File: src/rtl/sim_capture_buffer.sv
// -----------------------------------------------------------------------------
// sim_capture_buffer
//
// Capture stage between the PIFO scheduler's dequeue port and the simulation
// checker. The scheduler cannot be stalled, so every dequeued entry is tagged
// with a sequence number and parked in a circular FIFO. The checker drains the
// FIFO over a valid/ready stream. Entries that arrive while the FIFO is full
// (and nothing is popped) are dropped and counted. An idle watchdog raises
// `timeout` when the scheduler goes quiet, so a hung run ends the regression.
//
// Ports
//   clk           sole clock, rising edge
//   rstn          asynchronous active-low reset
//   s_valid       dequeue strobe from the scheduler (no back-pressure)
//   s_data0       rank
//   s_data1       metadata
//   m_axis_valid  head entry available (occupancy != 0)
//   m_axis_ready  consumer accepts the head entry
//   m_axis_data0  sequence tag of the head entry
//   m_axis_data1  rank of the head entry
//   m_axis_data2  metadata of the head entry
//   occupancy     stored entries, 0 .. 2**DEPTH_WIDTH
//   drop_count    dropped entries, saturating at 16'hFFFF
//   overflow      sticky: at least one entry was dropped
//   timeout       sticky: the idle watchdog expired
// -----------------------------------------------------------------------------
module sim_capture_buffer #(
  parameter int unsigned DATA_0_WIDTH   = 16,
  parameter int unsigned DATA_1_WIDTH   = 32,
  parameter int unsigned DEPTH_WIDTH    = 4,
  parameter int unsigned SEQ_WIDTH      = 16,
  parameter int unsigned TIMEOUT_CYCLES = 1000
) (
  input  logic                    clk,
  input  logic                    rstn,
  input  logic                    s_valid,
  input  logic [DATA_0_WIDTH-1:0] s_data0,
  input  logic [DATA_1_WIDTH-1:0] s_data1,
  output logic                    m_axis_valid,
  input  logic                    m_axis_ready,
  output logic [SEQ_WIDTH-1:0]    m_axis_data0,
  output logic [DATA_0_WIDTH-1:0] m_axis_data1,
  output logic [DATA_1_WIDTH-1:0] m_axis_data2,
  output logic [DEPTH_WIDTH:0]    occupancy,
  output logic [15:0]             drop_count,
  output logic                    overflow,
  output logic                    timeout
);

  localparam int unsigned DEPTH  = 1 << DEPTH_WIDTH;
  localparam int unsigned PTR_W  = DEPTH_WIDTH + 1;
  localparam int unsigned WORD_W = SEQ_WIDTH + DATA_0_WIDTH + DATA_1_WIDTH;
  localparam int unsigned IDLE_W = $clog2(TIMEOUT_CYCLES + 1);

  localparam logic [PTR_W-1:0]  FULL_OCC    = PTR_W'(DEPTH);
  localparam logic [IDLE_W-1:0] TIMEOUT_VAL = IDLE_W'(TIMEOUT_CYCLES);

  logic [WORD_W-1:0]    mem [DEPTH];

  logic [PTR_W-1:0]     wr_ptr_q,   wr_ptr_d;
  logic [PTR_W-1:0]     rd_ptr_q,   rd_ptr_d;
  logic [SEQ_WIDTH-1:0] seq_q,      seq_d;
  logic [15:0]          drop_q,     drop_d;
  logic                 overflow_q, overflow_d;
  logic                 timeout_q,  timeout_d;
  logic                 armed_q,    armed_d;
  logic [IDLE_W-1:0]    idle_q,     idle_d;

  logic [PTR_W-1:0]     occ;
  logic                 full;
  logic                 push;
  logic                 pop;
  logic [WORD_W-1:0]    head_word;

  // Extra pointer bit distinguishes full from empty when the indices match.
  assign occ  = wr_ptr_q - rd_ptr_q;
  assign full = (occ == FULL_OCC);
  assign pop  = m_axis_valid && m_axis_ready;
  // A pop in the same cycle frees the slot, so a full FIFO can still accept.
  assign push = s_valid && (!full || pop);

  always_comb begin
    // NOTE: every variable gets a default first so no path leaves it unassigned,
    // which would otherwise infer a latch.
    wr_ptr_d   = wr_ptr_q;
    rd_ptr_d   = rd_ptr_q;
    seq_d      = seq_q;
    drop_d     = drop_q;
    overflow_d = overflow_q;
    armed_d    = armed_q;
    idle_d     = idle_q;

    if (push) wr_ptr_d = wr_ptr_q + PTR_W'(1);
    if (pop)  rd_ptr_d = rd_ptr_q + PTR_W'(1);

    // The tag advances on dropped entries too, so drops show as tag gaps.
    if (s_valid) seq_d = seq_q + SEQ_WIDTH'(1);

    if (s_valid && !push) begin
      overflow_d = 1'b1;
      if (drop_q != 16'hFFFF) drop_d = drop_q + 16'd1;
    end

    // Watchdog stays quiet until the scheduler has produced something.
    if (s_valid) begin
      armed_d = 1'b1;
      idle_d  = '0;
    end else if (armed_q && idle_q != TIMEOUT_VAL) begin
      idle_d  = idle_q + IDLE_W'(1);
    end
    timeout_d = timeout_q || (idle_d == TIMEOUT_VAL);
  end

  always_ff @(posedge clk or negedge rstn) begin
    // NOTE: sequential state uses non-blocking assignments so every flop
    // samples the pre-edge value of its inputs, independent of statement order.
    if (!rstn) begin
      wr_ptr_q   <= '0;
      rd_ptr_q   <= '0;
      seq_q      <= '0;
      drop_q     <= '0;
      overflow_q <= 1'b0;
      timeout_q  <= 1'b0;
      armed_q    <= 1'b0;
      idle_q     <= '0;
    end else begin
      wr_ptr_q   <= wr_ptr_d;
      rd_ptr_q   <= rd_ptr_d;
      seq_q      <= seq_d;
      drop_q     <= drop_d;
      overflow_q <= overflow_d;
      timeout_q  <= timeout_d;
      armed_q    <= armed_d;
      idle_q     <= idle_d;
    end
  end

  // NOTE: the storage array is deliberately not reset; the pointers define
  // which words are live, and the read port is masked while the FIFO is empty.
  always_ff @(posedge clk) begin
    if (push) mem[wr_ptr_q[DEPTH_WIDTH-1:0]] <= {seq_q, s_data0, s_data1};
  end

  assign head_word    = mem[rd_ptr_q[DEPTH_WIDTH-1:0]];
  assign m_axis_valid = (occ != '0);

  // Masking keeps the outputs at zero after reset, before any word is written.
  assign m_axis_data0 = m_axis_valid ? head_word[WORD_W-1 -: SEQ_WIDTH] : '0;
  assign m_axis_data1 = m_axis_valid ? head_word[DATA_1_WIDTH +: DATA_0_WIDTH] : '0;
  assign m_axis_data2 = m_axis_valid ? head_word[DATA_1_WIDTH-1:0] : '0;

  assign occupancy  = occ;
  assign drop_count = drop_q;
  assign overflow   = overflow_q;
  assign timeout    = timeout_q;

endmodule

File: config.mk
export PLATFORM = sky130hd
export DESIGN_NAME = sim_capture_buffer
export DESIGN_NICKNAME = d
export VERILOG_FILES = /design/src/rtl/sim_capture_buffer.sv
export SDC_FILE = /design/constraint.sdc
export NUM_CORES = 1
export LEC_CHECK = 0
export CORE_ASPECT_RATIO = 1.4
export CORE_MARGIN = 8
export CORE_UTILIZATION = 59
export CTS_BUF_LIST = sky130_fd_sc_hd__clkbuf_2 sky130_fd_sc_hd__clkbuf_4 sky130_fd_sc_hd__clkbuf_8
export DETAILED_ROUTE_END_ITERATION = 10
export PLACE_DENSITY = 0.77
export SYNTH_ARGS = -nofsm -noshare
export SYNTH_HDL_FRONTEND = slang
export SYNTH_SLANG_ARGS = --single-unit
File: constraint.sdc
create_clock -name clk -period 8.9 [get_ports clk]
set_input_delay 1.335 -clock clk [delete_from_list [all_inputs] [get_ports clk]]
set_output_delay 1.335 -clock clk [all_outputs]
set_load 0.01 [all_outputs]
---- After elaboration in Yosys (flattened, before gate mapping) ----
Memories as Yosys holds them, arrays and structs flattened.
Index checks and enable logic that the tools add are counted.
Widths: inputs -> output; s select.
word-level totals
  register bits ........................... 55
  RAM bits ................................ 1024
  bits of input ports ..................... 52
  logic and storage cells ................. 36
  memories kept ........................... 1
cells by class
  add/subtract/negate cells ............... 6
  eq/ne operators ......................... 4
  muxes and demuxes ....................... 7
  reduce and logical (&&, ||, !) cells .... 10
memory list
  memory  words  width  rd ports  clocked after Yosys merged registers in  wr ports  RTL line  source
  mem     16     64     1         0                                        1         58        logic [WORD_W-1:0] mem [DEPTH];
operator list
  kind                   count
  $add 16x1->16 const B  2
  $mux 16                2
  $mux 32                1
  $mux 10                2
  $ne 16x16->1 const B   1
  $add 10x1->10 const B  1
  $add 5x1->5 const B    2
  $eq 10x10->1 const B   1
  $ne 10x10->1 const B   1
  $eq 5x5->1 const B     1
  $reduce_bool 5->1      1
  $sub 5x5->5            1
  $logic_and 1x1->1      4
  $logic_not 1->1        2
  $logic_or 1x1->1       2
  $mux 1                 2
  $reduce_and 2->1       1

---- Logic depth before layout (Yosys ltp) ----
Gate-level depths: netlist of the first run.
  word-level depth ........................ 8
  gate-level depth with buffers ........... 13
  depth with buffers taken out ............ 11

---- Worst setup path before layout of the first run ----
Ideal clock, no wire load.
  kind .................................... register -> register
  start point ............................. register rd_ptr_q[1]
  end point ............................... memory mem[3][0] in the netlist's numbering, enable pin
  setup time .............................. 0.564 ns
  arrival ................................. 7.217 ns
  required time ........................... 8.336 ns
  setup slack ............................. 1.119 ns
  stages on the path, launching flop included .. 13
  path buffers ............................ 4
  path through ............................ dfrtp_1 -> clkbuf_1 -> clkbuf_1 -> buf_1 -> inv_1 -> fa_1 -> a21o_2 -> a21oi_1 -> xor2_1 -> a211o_1 -> buf_6 -> nand3_1 -> nor3_1
on the way
  cells in the longest elaborated chain, start to end .. 7
ends and longest elaborated chain
  element                                               RTL line  source
  start, declared                                       61        logic [PTR_W-1:0] rd_ptr_q, rd_ptr_d;
  start signal, assigned                                128       rd_ptr_q <= rd_ptr_d;
  $sub 5x5->5 (*)                                       76        assign occ = wr_ptr_q - rd_ptr_q;
  $eq 5x5->1 or $reduce_bool 5->1 (tied branches)       77, 145
  $logic_not 1->1 or $logic_and 1x1->1 (tied branches)  80, 78
  $logic_or 1x1->1 (*)                                  80        assign push = s_valid && (!full || pop);
  $logic_and 1x1->1 (*)                                 80
  $mux 1 (*)                                            141       if (push) mem[wr_ptr_q[DEPTH_WIDTH-1:0]] <= {seq_q, s_data0, s_data1};
  $mux 1 (implied by the code) (*)                      141
  end, declared                                         58
Every way passes the cells marked *; elsewhere a longest branch is shown, timed or not.

---- Worst setup path in the final report of the first run ----
  start point ............................. register rd_ptr_q[1]
  end point ............................... output port m_axis_data0[2]
on the way
  cells in the longest elaborated chain, start to end .. 3
ends and longest elaborated chain
  element            RTL line  source
  $sub 5x5->5        76
  $reduce_bool 5->1  145       assign m_axis_valid = (occ != '0);
  $mux 16 (*)        148       assign m_axis_data0 = m_axis_valid ? head_word[WORD_W-1 -: SEQ_WIDTH] : '0;
  end, declared      41        output logic [SEQ_WIDTH-1:0] m_axis_data0,
Marked as above.

==> results.sh, run 1 <==
export IMPL_synthDistinctLibCells=48
export IMPL_relSlewSlack_pct=25.7
export IMPL_critPathRequiredTime_ns=7.57
export IMPL_die_h_um=331
export IMPL_grt_pass1_wl_mm=133
export IMPL_finalSetupTns_ns=0
export IMPL_track_usage_pct=23.0
export IMPL_cts_max_path_buffers=3
export IMPL_min_path_type="register to register"
export IMPL_portBuffers=139
export IMPL_cp_arrival_ns=5.43
export IMPL_clock_skew_ns=0.0234
export IMPL_outcome="completed"
export IMPL_drc=0
export IMPL_synth_edf_count=1024
export IMPL_synth_async_reset_ratio_pct=5.10
export IMPL_start_util_pct=59.5
export IMPL_globalplace_congestion=0.801
export IMPL_drt_iter0_drc=1978
export IMPL_cts_setup_buffers=0
export IMPL_h_tree_depth=4
export IMPL_drive_gt1_share_pct=29.1
export IMPL_slew_violations=0
export IMPL_grt_overflow=0
export IMPL_final_nets=2104
export IMPL_root_buffer="clkbuf_8"
export IMPL_yosys_warnings=0
export IMPL_post_cts_resized=0
export IMPL_slowest_delay_ns=1.02
export IMPL_core_sq_um=70100
export IMPL_peakVddDrop_uv=368
export IMPL_wirelength_mm=88.9
export IMPL_p_per_area_nw_per_um2=322
export IMPL_fp_dieArea_sq_um=79600
export IMPL_ys_flop_type="edfxtp_1"
export IMPL_fin_crit_sh_pct=76.0
export IMPL_fin_total_pwr_mw=15.2
export IMPL_finalHoldViolations=0
export IMPL_areaGrowthSynthToFinish_pct=13.5
export IMPL_tritoncts="done"
export IMPL_finalInstanceArea_sq_um=47300
export IMPL_place_area_sq_um=44300
export IMPL_crit_fanout=77
export IMPL_crit_chain="buf_4 -> buf_4 -> mux4_2 -> mux4_2 -> nor2b_1 -> clkdlybuf4s50_1"
export IMPL_cts_buffers=152
export IMPL_path_class="register to primary output"
export IMPL_routed_via_density=6.29
export IMPL_worst_path_max_delay_cell="dfrtp_4"
export IMPL_path_clk_slew_ns=0.07
export IMPL_clock_sinks=1079
export IMPL_cp_start_kind="register"
export IMPL_ant_nets=0
export IMPL_p_leak_nw=15.2
export IMPL_worstSetupEndpointType="primary output"
export IMPL_fin_cells=3091
export IMPL_die_width_um=241
export IMPL_syn_area_per_cell_sq_um=23.2
export IMPL_tightest_slew_ns=1.11
export IMPL_syn_num_nets=1860
export IMPL_finalSetupViolCount=0
export IMPL_cts_hold_buf=0
export IMPL_place_hpwl_mm=44.5
export IMPL_vias=19400
export IMPL_first_global_vias=20900
export IMPL_finalWorstPathRequiredPeriod_ns=6.76
export IMPL_grt_max_degree=109
export IMPL_fp_row_count=115
export IMPL_rsz0062_at_grt="false"
export IMPL_syn_inst=1794
export IMPL_syn_area_sq_um=41700
export IMPL_clk_latency_ns=0.78
export IMPL_antenna_found_initial=7
export IMPL_wire_per_inst_um=28.8
export IMPL_first_pass_iters=6
export IMPL_seq_area_frac_synth_pct=77.0
export IMPL_num_fill_cells=4213
export IMPL_dpl_cell_count=2820
export IMPL_yosys_register_bits=1079
export IMPL_fmax_ghz=0.148
export IMPL_io_pins=140
export IMPL_max_cap_violations=0
[worst max-delay path: cells and delay by family, from the launching register on]
family	cells	cell delay [ns]
DFF	1	1.02
buffers and inverters	3	2.42
and+or+nand+nor	1	0.18
muxes	2	0.93
[synth_stat cells, types with 4 or more instances]
cell	n	area share, %
dfrtp_1	55	3.3
xnor2_1	24	0.50
mux2_2	5	0.14
nand2_1	24	0.22
nor3_1	14	0.17
nand3_1	25	0.30
nand2b_1	4	0.060
nor2_1	34	0.31
nor4_1	7	0.11
clkbuf_1	55	0.50
nand4_1	14	0.21
buf_2	25	0.30
nor2b_1	67	1.0
inv_1	10	0.090
edfxtp_1	1024	74
a21oi_1	6	0.072
mux4_2	320	17
buf_1	9	0.081
xor2_1	23	0.48
ha_1	13	0.39
[placed cells by master, fill, tap and decap left out, drive strengths merged, types with 3 or more instances in the layout]
master,n
edfxtp,1024
mux4,320
clkbuf,198
clkdlybuf4s50,138
nor2b,67
dfrtp,55
clkinv,53
buf,42
nor2,34
nand3,25
xnor2,25
nand2,24
xor2,23
nor3,15
nand4,14
ha,13
inv,12
clkinvlp,9
nor4,7
bufinv,6
a21oi,6
mux2,5
diode,4
nand2b,4
o21ai,3
and4,3
and3,3
[routing by layer]
layer  up-vias  share of wire, %  global-route usage [%]  wire [um]
met4         4               2.1                    7.29       1880
met3       145               8.4                    5.04       7510
met1     10300                38                    30.5      33400
met5         -             0.030                       0         27
li1       8056                 -                       -          -
met2       889                52                    38.3      46100
[worst paths after layout]
path	startpoint	to	slack [ns]	cells after the start
max	rd_ptr_q[1]	m_axis_data0[2]	2.14	6
min	overflow	overflow	0.46	1
max reg2reg	rd_ptr_q[0]	mem[5][3]	3.45	10
min reg2reg	overflow	overflow	0.46	1
max in group asynchronous	rstn	rd_ptr_q[0]	7.66	2
min in group asynchronous	rstn	rd_ptr_q[4]	0.69	2
[registers in the layout, summed over array words and instances, names as in the netlist]
register    count
mem          1024
drop_count     16
seq_q          16
idle_q         10
rd_ptr_q        5
wr_ptr_q        5
armed_q         1
overflow        1
timeout         1
[area by class of cell]
cell class                 instances  area [sq um]  share of cell area [%]
antenna                            4          10.0                  0.0212
inverter                          11          43.8                  0.0926
multi-input combinational        614          9270                    19.6
sequential                      1079         32100                    67.9
clock buffer                     198          2490                    5.27
timing repair buffer             180          1710                    3.61
tap                              936          1170                    2.48
clock inverter                    69           479                    1.01
[cells by family after synthesis]
| group | Yosys count | share of synthesized area (%) |
|---|---|---|
| adders and majority gates | 14 | 0.438 |
| xor gates and xnor gates | 48 | 1.03 |
| DFF | 1079 | 77.0 |
| muxes | 327 | 17.5 |
| and+or+nand+nor | 204 | 2.66 |
| AOI/OAI and AO/OA | 21 | 0.354 |
| buffers and inverters | 101 | 1.00 |
[power breakdown]
group          total, mW  internal, mW  switching (mW)
clock network       3.77          2.00            1.77
registers           6.56          6.18           0.377
logic               4.90          2.57            2.33
total               15.2          10.7            4.48
[through the flow]
step                worst slack (ns)  hold WS (ns)  utilization, %
finish                          2.14         0.463            67.5
global route                    1.96         0.492            67.5
CTS                             2.03         0.469            67.5
detailed placement              2.92         0.448            63.3
global placement                2.96         0.447            63.3
floorplan                       1.12         0.462               -
(Power assumes the default switching activity.)
==> run 2: changes to the inputs <==
CORE_UTILIZATION = 57   (was 59)
PLACE_DENSITY = 0.78   (was 0.77)
clock period = 5.4 ns   (was 8.9 ns; I/O delays follow)
==> run 2 against run 1 <==
The run now ends with slew limit left. Core utilization down 1.8 points. Highest routed layer unchanged. Final cell count up 0.74%. Sequential share of layout area down 0.53 points. Hold slack worse by 0.30 ns. Critical path depth up 4. Critical endpoint is now m_axis_data0[4].
==> results.sh, run 2 (synthesis results as in run 1) <==
export IMPL_post_place_ws_ns=0.937
export IMPL_core_sq_um=72600
export IMPL_first_pass_iters=5
export IMPL_slowest_delay_ns=0.68
export IMPL_start_util_pct=57.4
export IMPL_clk_latency_ns=0.80
export IMPL_largest_reg_flops=1024
export IMPL_cp_arrival_ns=4.28
export IMPL_rsz0062_at_grt="false"
export IMPL_min_path_type="input pin to async pin"
export IMPL_p_per_area_nw_per_um2=534
export IMPL_cp_start_kind="register"
export IMPL_tritoncts="done"
export IMPL_grt_max_degree=189
export IMPL_wire_per_inst_um=28.0
export IMPL_post_route_util_pct=65.7
export IMPL_peakVddDrop_uv=572
export IMPL_worst_path_max_delay_cell="dfrtp_4"
export IMPL_drive_gt1_share_pct=29.4
export IMPL_fin_total_pwr_mw=25.4
export IMPL_clock_sinks=1079
export IMPL_slew_violations=38
export IMPL_track_usage_pct=21.5
export IMPL_clock_skew_ns=0.0257
export IMPL_max_cap_violations=0
export IMPL_die_width_um=245
export IMPL_antenna_found_initial=7
export IMPL_globalplace_congestion=0.795
export IMPL_finalSetupViolCount=0
export IMPL_drc=0
export IMPL_cts_buffers=151
export IMPL_finalSetupTns_ns=0
export IMPL_cts_max_path_buffers=3
export IMPL_final_common_cell="edfxtp_1"
export IMPL_crit_fanout=27
export IMPL_path_clk_slew_ns=0.07
export IMPL_drt_iter0_drc=2101
export IMPL_final_nets=2102
export IMPL_portBuffers=139
export IMPL_path_class="register to primary output"
export IMPL_fin_cells=3114
export IMPL_cts_setup_buffers=0
export IMPL_finalHoldViolations=0
export IMPL_io_pins=140
export IMPL_die_h_um=336
export IMPL_areaGrowthSynthToFinish_pct=14.4
export IMPL_finalWorstPathRequiredPeriod_ns=5.09
export IMPL_relSlewSlack_pct=-2.16
export IMPL_h_tree_depth=4
export IMPL_vias=19400
export IMPL_fp_row_count=117
export IMPL_routed_via_density=6.24
export IMPL_wirelength_mm=87.3
export IMPL_cts_hold_buf=0
export IMPL_fp_dieArea_sq_um=82200
export IMPL_worstSetupEndpointType="primary output"
export IMPL_fin_crit_sh_pct=94.3
export IMPL_critPathRequiredTime_ns=4.59
export IMPL_p_leak_nw=15.4
export IMPL_violations="slew limit"
export IMPL_grt_pass1_wl_mm=130
export IMPL_crit_chain="ha_1 -> inv_1 -> fa_1 -> xor2_1 -> nor3_2 -> or4b_4 -> a21oi_4 -> buf_4 -> nor2b_1 -> clkdlybuf4s50_1"
export IMPL_fmax_ghz=0.196
export IMPL_outcome="complete, but fails checks"
export IMPL_place_hpwl_mm=43.2
export IMPL_first_global_vias=20800
export IMPL_grt_overflow=0
export IMPL_worst_slack_ns=0.310
export IMPL_layout_common_cells="edfxtp_1, mux4_2, clkbuf_8"
export IMPL_tightest_slew_ns=1.53
export IMPL_reg2reg_depth=10
export IMPL_num_fill_cells=4528
export IMPL_ant_nets=0
export IMPL_root_buffer="clkbuf_8"
export IMPL_dpl_cell_count=2835
run 2: cell count changes in the layout (fill, tap and decap cells not counted):
cell	delta
buf_6	+1
nor3_4	+5
buf_4	-16
nor3_2	-5
buf_12	+14
clkinvlp_4	-1
clkinv_2	+8
bufinv_16	+6
clkbuf_4	-6
inv_8	+2
inv_6	+7
clkbuf_8	-7
clkinv_1	-1
run 2: power by group:
| part | switching [mW] | leakage [nW] | internal [mW] |
|---|---|---|---|
| sequential | 0.460 | 10.1 | 10.2 |
| combinational | 3.96 | 3.64 | 4.33 |
| clock | 3.02 | 1.62 | 3.49 |
| total | 7.44 | 15.4 | 18.0 |
run 2: critical path, delay by kind of cell (launching register included):
| kind | cells | cell delay (ns) |
|---|---|---|
| XOR/XNOR | 1 | 0.20 |
| AO/OA/AOI/OAI | 1 | 0.18 |
| flip-flops | 1 | 0.68 |
| buffers and inverters | 3 | 0.91 |
| adder cells (fa/ha/maj) | 2 | 0.66 |
| AND/OR/NAND/NOR | 3 | 0.83 |
run 2: worst paths after layout:
path | start | end | slack (ns)
setup / recovery | rd_ptr_q[0] | m_axis_data0[4] | 0.31
hold / removal | rstn | drop_count[11] | 0.16
setup reg to reg | rd_ptr_q[0] | mem[5][38] | 1.03
hold reg to reg | timeout | timeout | 0.47
max in group asynchronous | rstn | rd_ptr_q[0] | 4.66
min in group clk | timeout | timeout | 0.47
run 2: per-layer routing:
metal  part of all wire [%]  up-vias  GRT usage [%]
met3                    7.4      152           4.55
met1                     39    10400           28.6
met2                     52      845           35.5
met4                    2.4        4           7.25
li1                       -     8073              -
met5                  0.032        -              0
run 2: layout make-up:
| type | count | area (sq um) | share of cell area (%) |
|---|---|---|---|
| antenna | 4 | 10.0 | 0.0210 |
| clock buffer | 185 | 2350 | 4.93 |
| clock inverter | 90 | 772 | 1.62 |
| inverter | 11 | 43.8 | 0.0918 |
| multi-input combinational | 614 | 9300 | 19.5 |
| sequential | 1079 | 32100 | 67.4 |
| tap | 952 | 1190 | 2.50 |
| timing repair buffer | 179 | 1880 | 3.94 |
run 2: through the flow:
step | hold WS, ns | cell area (sq um)
CTS | 0.121 | 47700
detailed placement | 0.460 | 44500
global route | 0.176 | 47700
global placement | 0.447 | 44500
finish | 0.164 | 47700
floorplan | 0.462 | 41700
run 2: what timing repair did:
action,CTS,global route
resized for setup,0,1
hold endpoints to repair,0,0
setup endpoints to repair,0,15
